File: src/rtl/armleocpu_tlb_pkg.sv
// Shared TLB definitions: command encodings and page-number field widths.
// Used by the TLB, its way storage, and any client issuing TLB commands.
// No logic; types and constants only.
package armleocpu_tlb_pkg;

   localparam int VPN_W  = 20;
   localparam int PPN_W  = 22;
   localparam int ATAG_W = 8;

   typedef enum logic [1:0] {
      TLB_CMD_NONE       = 2'd0,
      TLB_CMD_RESOLVE    = 2'd1,
      TLB_CMD_WRITE      = 2'd2,
      TLB_CMD_INVALIDATE = 2'd3
   } tlb_cmd_t;

endpackage

File: src/rtl/armleocpu_tlb_way.sv
// One TLB way: per-set valid/tag/accesstag/phys storage plus tag compare.
// Latency: combinational read/compare at idx_i; writes and invalidates land at the next edge.
// Backpressure: none; one operation per cycle is guaranteed by the parent.
module armleocpu_tlb_way
   import armleocpu_tlb_pkg::*;
#(
   parameter int ENTRIES_W = 1
) (
   input  logic                         clk,
   input  logic                         rst,
   input  logic [ENTRIES_W-1:0]         idx_i,
   input  logic [VPN_W-ENTRIES_W-1:0]   tag_i,
   input  logic                         we_i,
   input  logic [ATAG_W-1:0]            accesstag_w_i,
   input  logic [PPN_W-1:0]             phys_w_i,
   input  logic                         inv_i,
   input  logic [ENTRIES_W-1:0]         inv_idx_i,
   output logic                         valid_o,
   output logic                         match_o,
   output logic [ATAG_W-1:0]            accesstag_o,
   output logic [PPN_W-1:0]             phys_o
);

   localparam int SETS  = 2 ** ENTRIES_W;
   localparam int TAG_W = VPN_W - ENTRIES_W;

   logic [SETS-1:0]   valid_q;
   logic [TAG_W-1:0]  tag_q       [SETS];
   logic [ATAG_W-1:0] accesstag_q [SETS];
   logic [PPN_W-1:0]  phys_q      [SETS];

   // Valid bits: cleared on reset, set by a write, cleared per set by invalidate.
   always_ff @(posedge clk) begin
      if (rst) begin
         valid_q <= '0;
      end else if (we_i) begin
         valid_q[idx_i] <= 1'b1;
      end else if (inv_i) begin
         valid_q[inv_idx_i] <= 1'b0;
      end
   end

   // Tag and payload arrays carry no reset; the valid bit qualifies them.
   always_ff @(posedge clk) begin
      if (we_i) begin
         tag_q[idx_i]       <= tag_i;
         accesstag_q[idx_i] <= accesstag_w_i;
         phys_q[idx_i]      <= phys_w_i;
      end
   end

   assign valid_o     = valid_q[idx_i];
   assign match_o     = valid_q[idx_i] && (tag_q[idx_i] == tag_i);
   assign accesstag_o = accesstag_q[idx_i];
   assign phys_o      = phys_q[idx_i];

endmodule

File: src/rtl/armleocpu_tlb.sv
// Set-associative TLB: RESOLVE lookup, WRITE with match/invalid/round-robin victim, INVALIDATE per set.
// Latency: resolve result registered, valid one cycle after the command edge; updates visible next cycle.
// Backpressure: none; exactly one command accepted every cycle.
module armleocpu_tlb
   import armleocpu_tlb_pkg::*;
#(
   parameter int ENTRIES_W = 1,
   parameter int WAYS_W    = 1,
   parameter int DEBUG     = 0
) (
   input  logic                  clk,
   input  logic                  rst,
   input  logic [1:0]            command,
   input  logic [ENTRIES_W-1:0]  invalidate_set_index,
   input  logic [VPN_W-1:0]      virtual_address_w,
   input  logic [ATAG_W-1:0]     accesstag_w,
   input  logic [PPN_W-1:0]      phys_w,
   input  logic [VPN_W-1:0]      virtual_address,
   output logic                  hit,
   output logic [ATAG_W-1:0]     accesstag_r,
   output logic [PPN_W-1:0]      phys_r
);

   localparam int SETS  = 2 ** ENTRIES_W;
   localparam int WAYS  = 2 ** WAYS_W;
   localparam int PTR_W = (WAYS_W > 0) ? WAYS_W : 1;
   localparam int TAG_W = VPN_W - ENTRIES_W;

   // Trace hook: DEBUG only ever drives simulation-side printing, never hardware.
   if (DEBUG != 0) begin : g_debug
   end

   tlb_cmd_t cmd;
   logic     is_resolve, is_write, is_inval;

   assign cmd        = tlb_cmd_t'(command);
   assign is_resolve = !rst && (cmd == TLB_CMD_RESOLVE);
   assign is_write   = !rst && (cmd == TLB_CMD_WRITE);
   assign is_inval   = !rst && (cmd == TLB_CMD_INVALIDATE);

   // Writes and lookups share the single read port of each way; only one runs per cycle.
   logic [VPN_W-1:0]     addr;
   logic [ENTRIES_W-1:0] idx;
   logic [TAG_W-1:0]     tag;

   assign addr = is_write ? virtual_address_w : virtual_address;
   assign idx  = addr[ENTRIES_W-1:0];
   assign tag  = addr[VPN_W-1:ENTRIES_W];

   logic [WAYS-1:0]   way_valid, way_match, way_we;
   logic [ATAG_W-1:0] way_atag [WAYS];
   logic [PPN_W-1:0]  way_phys [WAYS];

   for (genvar g = 0; g < WAYS; g++) begin : g_way
      armleocpu_tlb_way #(
         .ENTRIES_W (ENTRIES_W)
      ) u_way (
         .clk           (clk),
         .rst           (rst),
         .idx_i         (idx),
         .tag_i         (tag),
         .we_i          (way_we[g]),
         .accesstag_w_i (accesstag_w),
         .phys_w_i      (phys_w),
         .inv_i         (is_inval),
         .inv_idx_i     (invalidate_set_index),
         .valid_o       (way_valid[g]),
         .match_o       (way_match[g]),
         .accesstag_o   (way_atag[g]),
         .phys_o        (way_phys[g])
      );
   end

   logic [PTR_W-1:0] rr_q [SETS];
   logic [PTR_W-1:0] victim;
   logic             found_match, found_inv, rr_adv;
   logic [PTR_W-1:0] rr_next;

   // Victim choice: re-use a matching way, else the lowest invalid way, else round-robin.
   always_comb begin
      victim      = rr_q[idx];
      found_match = 1'b0;
      found_inv   = 1'b0;
      for (int i = 0; i < WAYS; i++) begin
         if (way_match[i] && !found_match) begin
            victim      = PTR_W'(i);
            found_match = 1'b1;
         end
      end
      if (!found_match) begin
         for (int i = 0; i < WAYS; i++) begin
            if (!way_valid[i] && !found_inv) begin
               victim    = PTR_W'(i);
               found_inv = 1'b1;
            end
         end
      end
      rr_adv = !found_match && !found_inv;
   end

   assign rr_next = PTR_W'(rr_q[idx] + 1'b1) & PTR_W'(WAYS - 1);

   // Per-way write strobes from the chosen victim.
   always_comb begin
      way_we = '0;
      for (int i = 0; i < WAYS; i++) begin
         way_we[i] = is_write && (victim == PTR_W'(i));
      end
   end

   // Round-robin pointers advance only when a write evicts a live, non-matching entry.
   always_ff @(posedge clk) begin
      if (rst) begin
         for (int s = 0; s < SETS; s++) begin
            rr_q[s] <= '0;
         end
      end else if (is_write && rr_adv) begin
         rr_q[idx] <= rr_next;
      end
   end

   logic              hit_d, hit_q;
   logic [ATAG_W-1:0] atag_d, atag_q;
   logic [PPN_W-1:0]  phys_d, phys_q;

   // Lookup result: at most one way matches, so an OR-mux selects its payload.
   always_comb begin
      hit_d  = 1'b0;
      atag_d = '0;
      phys_d = '0;
      if (is_resolve) begin
         for (int i = 0; i < WAYS; i++) begin
            if (way_match[i]) begin
               hit_d  = 1'b1;
               atag_d = atag_d | way_atag[i];
               phys_d = phys_d | way_phys[i];
            end
         end
      end
   end

   // Registered lookup outputs; any non-resolve command clears them.
   always_ff @(posedge clk) begin
      if (rst) begin
         hit_q  <= 1'b0;
         atag_q <= '0;
         phys_q <= '0;
      end else begin
         hit_q  <= hit_d;
         atag_q <= atag_d;
         phys_q <= phys_d;
      end
   end

   assign hit         = hit_q;
   assign accesstag_r = atag_q;
   assign phys_r      = phys_q;

endmodule

File: config.mk
export PLATFORM = sky130hd
export DESIGN_NAME = armleocpu_tlb
export DESIGN_NICKNAME = d
export VERILOG_FILES = /design/src/rtl/armleocpu_tlb_pkg.sv /design/src/rtl/armleocpu_tlb_way.sv /design/src/rtl/armleocpu_tlb.sv
export SDC_FILE = /design/constraint.sdc
export NUM_CORES = 1
export LEC_CHECK = 0
export ABC_AREA = 0
export ABC_CLOCK_PERIOD_IN_PS = 9200
export BUFFER_PORTS_ARGS = -buffer_cell sky130_fd_sc_hd__buf_4
export CELL_PAD_IN_SITES_DETAIL_PLACEMENT = 1
export CELL_PAD_IN_SITES_GLOBAL_PLACEMENT = 1
export CORE_UTILIZATION = 48
export CTS_CLUSTER_SIZE = 14
export DETAILED_ROUTE_END_ITERATION = 6
export PLACE_DENSITY = 0.87
export SYNTH_ARGS = -nofsm -noshare
export SYNTH_HDL_FRONTEND = slang
export SYNTH_SLANG_ARGS = --single-unit
File: constraint.sdc
create_clock -name clk -period 9.2 [get_ports clk]
set_clock_uncertainty 0.05 [all_clocks]
set_input_delay 0.92 -clock clk [delete_from_list [all_inputs] [get_ports clk]]
set_output_delay 0.92 -clock clk [all_outputs]
set_load 0.02 [all_outputs]
==> metrics.md <==
| Metric | Value |
|---|---|
| VDD IR max | 0.000163 V |
| Setup crit end kind | flip-flop |
| Critical path peak fanout | 93 |
| Synthesized net count | 825 |
| Number of DRC markers in iteration 0 | 445 |
| Total grt overflow | 0 |
| Post-Synth XOR/XNOR Area | 3.09% |
| Vias per cell | 5.56 |
| Final TNS setup | 0 ns |
| Final Cycle Share | 55.5% |
| Setup violation total in the final timing report | 0 |
| Max frequency | 0.196 GHz |
| Die width | 144 microns |
| All-Layer GR Usage | 25.1% |
| ANT nets after route | 0 |
| Max incr delay on CP | 0.92 ns |
| Synth Area in Adders | 0% |
| First-pass GRT wire length | 38300 microns |
| EDFF count, synth | 198 |
| Multi-input logic area | 0.00273 sq mm |
| Worst reg2reg path depth | 9 |
| Clock Tree Root | clkbuf_16 |
| Routed WL per cell | 22.4 microns |
| Startpoint types | input pin |
| Met2 WL | 13500 microns |
| CTS Buf Count | 25 |
| Cells after Synth | 750 |
| Critical path data required time | 9.31 ns |
| Post-synthesis simple-gate area fraction | 15.3% |
| Final Hold Viols | 0 |
| CP cell instances | buf_4 > or3b_1 > a21oi_4 > buf_4 > mux2i_1 > xnor2_1 > nand4_1 > nor2_4 > a21oi_2 > nor3_2 > buf_4 |
| Status | finished clean |
| Layout Area Growth over Synthesis | 19.4% |
| Hold path start | g_way[0].u_way.valid_q[0] |
| CP delay by family, top | simple AND/OR/NAND/NOR gates |
| Core Area | 0.0196 sq mm |
| Final #Nets | 930 |
| Crit path top cell by count | buf_4 |
| Filler cell count | 1963 |
| DRT met1 WL | 10000 microns |
| Initial Util | 49.1% |
| Post-Route WL | 25500 microns |
| Largest family of logic cells by synthesized area | simple AND/OR/NAND/NOR gates |
| Post-synthesis cell type count | 49 |
| Critical path class | in2reg |
| R2R Path End | g_way[1].u_way.phys_q[1][5] |
| GP Congestion | 0.802 |
| DRC errors left | 0 |
| Pleak | 4.29 nW |
| Final Max Tran Viols | 0 |
| Clock-pin slew on the worst setup and hold paths | 0.06 ns |
| CP arrival | 5.21 ns |
| CP max stage cell | buf_4 |
| N_diodes | 0 |
| Detailed-route via count | 6338 |
| Initial antenna violation count | 0 |
| Reg area | 0.00665 sq mm |
| CTS tree | built |
| Vias in the first global route | 6844 |
| IO buf count | 105 |
| Die ar. | 0.0206 sq mm |
| Row cnt | 51 |
| Synth Register Bits | 233 |
| Clock sink count | 233 |
| Top routing layer in use | met4 |
| Largest net degree at the start of global routing | 94 |
| Buffers from clock root to sink, at most | 3 |
| WHS Path Cells | 2 |
| Post-CTS sizing | 0 |
| Share of cells above drive strength 1 | 22.2% |
| Register area share after synthesis | 69.0% |
| H-tree levels | 1 |
| Max_cap viols | 0 |
| Syn Std Cell Area | 0.00963 sq mm |
| Drt pass-1 iters | 5 |
| Worst Tran Pin Value | 1.22 ns |
| Ys flop type | edfxtp_1 |
| Multiplexer share of the synthesized area | 4.85% |
| Hold EP | g_way[0].u_way.valid_q[0] |
| Io pins | 106 |
| Slew HR | 18.8% |
| Worst r2r src | g_way[1].u_way.tag_q[1][17] |
| Tmin final | 5.10 ns |
| Die Ht | 144 microns |
| Worst path bufs/invs | 3 |
| Ys async rst share | 0% |
| Yosys warns | 0 |
| DP HPWL | 15700 microns |
| Reg2reg setup slack | 5.43 ns |
| Syn_area_per_cell | 12.8 sq um |
| Synth Area in Compound Gates | 4.72% |
| Power Density | 205 mW/mm^2 |
| Met3 WL post-DR | 1270 microns |
| Hold WC Path Type | reg2reg |
| Hold-fix buffers at CTS | 0 |
| Final core utilization | 58.7% |
| RSZ-0062 raised after global routing | false |
| Postcts setup bufs | 0 |
| Insertion delay to the later sink of the worst-skew pair | 0.53 ns |
==> cell usage in the layout (no fill, tap or decap), types with 2 or more instances in the layout <==
cell	n
edfxtp_1	198
nor4_1	4
a31o_1	2
and4_1	2
nand2_1	207
mux2i_1	41
o211ai_1	6
clkinv_1	3
inv_1	15
mux2_2	5
clkbuf_16	25
nor3_4	2
xnor2_1	27
nand4_1	9
o21ai_0	2
nor2_1	3
and3_1	8
nand3_1	56
buf_4	118
clkbuf_1	4
clkinv_2	2
a21oi_1	27
bufinv_16	2
a31oi_1	2
clkbuf_8	7
nand3_2	10
a2bb2oi_1	6
xor2_1	7
dfxtp_1	35
a21oi_2	11
==> synth_stat cells, drive strengths merged, types with 2 or more instances <==
cell type / n / area share (%)
a31oi: 2 / 0.13
nor4: 4 / 0.26
and4: 2 / 0.18
edfxtp: 198 / 62
nor2: 4 / 0.16
nand3: 66 / 4.0
and3: 9 / 0.58
nand2: 208 / 8.1
xnor2: 27 / 2.5
xor2: 7 / 0.64
buf: 23 / 1.8
dfxtp: 35 / 7.3
a21oi: 39 / 2.6
mux2i: 41 / 4.3
o211ai: 6 / 0.47
inv: 15 / 0.58
nor3: 4 / 0.38
a2bb2oi: 6 / 0.55
clkbuf: 17 / 0.66
mux2: 5 / 0.58
o21ai: 3 / 0.16
nand4: 9 / 0.58
a31o: 2 / 0.18
==> worst reg2reg max path: stages (launching register included) <==
cell	delay, ns
edfxtp_1	0.38
nand2_1	0.08
a2bb2oi_1	0.19
a21oi_1	0.09
nor4_1	0.56
nand3_1	0.23
nor2_4	0.82
a21oi_2	0.24
nor3_2	0.27
buf_4	0.47
==> worst max-delay path by stage <==
stage	cells after the start	start	end
after floorplan	11	rst	g_way[1].u_way.accesstag_q[1][0]
after global placement	11	rst	g_way[1].u_way.phys_q[0][5]
after detailed placement	11	rst	g_way[1].u_way.tag_q[1][2]
after CTS	11	rst	g_way[1].u_way.tag_q[1][5]
after global routing	11	rst	g_way[1].u_way.phys_q[1][0]
final	11	rst	g_way[1].u_way.phys_q[1][5]
==> metal layers <==
layer,vias to the layer above,track usage [%]
met1,3171,30.5
met4,0,7.73
met5,-,0
met2,220,46.0
li1,2897,-
met3,50,3.47
==> sequential cells by signal, summed over array words and instances, names as in the netlist <==
| register | cells |
|---|---|
| g_way.u_way.valid_q | 4 |
| rr_q | 2 |
| g_way.u_way.phys_q | 88 |
| g_way.u_way.tag_q | 76 |
| g_way.u_way.accesstag_q | 32 |
| hit | 1 |
| phys_r | 22 |
| accesstag_r | 8 |
==> logic make-up after synthesis <==
logic type             after synthesis
AND/OR/NAND/NOR                    317
flip-flops                         233
AO/OA/AOI/OAI                       65
buffers and inverters               55
multiplexers                        46
XOR/XNOR                            34
==> final cells by class <==
class / count / share of cell area, %
Inverter: 15 / 0.490
Multi-Input combinational cell: 462 / 23.7
Clock buffer: 36 / 6.41
Sequential cell: 233 / 57.8
Timing Repair Buffer: 118 / 7.71
Clock inverter: 10 / 0.947
Tap cell: 265 / 2.88
==> through the flow <==
stage / power (mW) / std cells / setup WS, ns / area (sq um) / hold WS [ns]
after floorplan: 1.28 / 750 / 2.23 / 9630 / 0.404
after global placement: 1.34 / 1093 / 3.76 / 10600 / 0.417
after detailed placement: 1.35 / 1093 / 3.58 / 10600 / 0.446
after CTS: 2.36 / 1139 / 4.07 / 11500 / 0.461
after global routing: 2.41 / 1139 / 3.79 / 11500 / 0.479
final: 2.35 / 1139 / 4.10 / 11500 / 0.463
==> power by group <==
part           total [mW]  internal (mW)  switching (mW)
logic               0.163         0.0598           0.103
clock network        1.03          0.613           0.412
registers            1.16           1.16         0.00392
No activity file was read; power rests on OpenSTA's default activity.
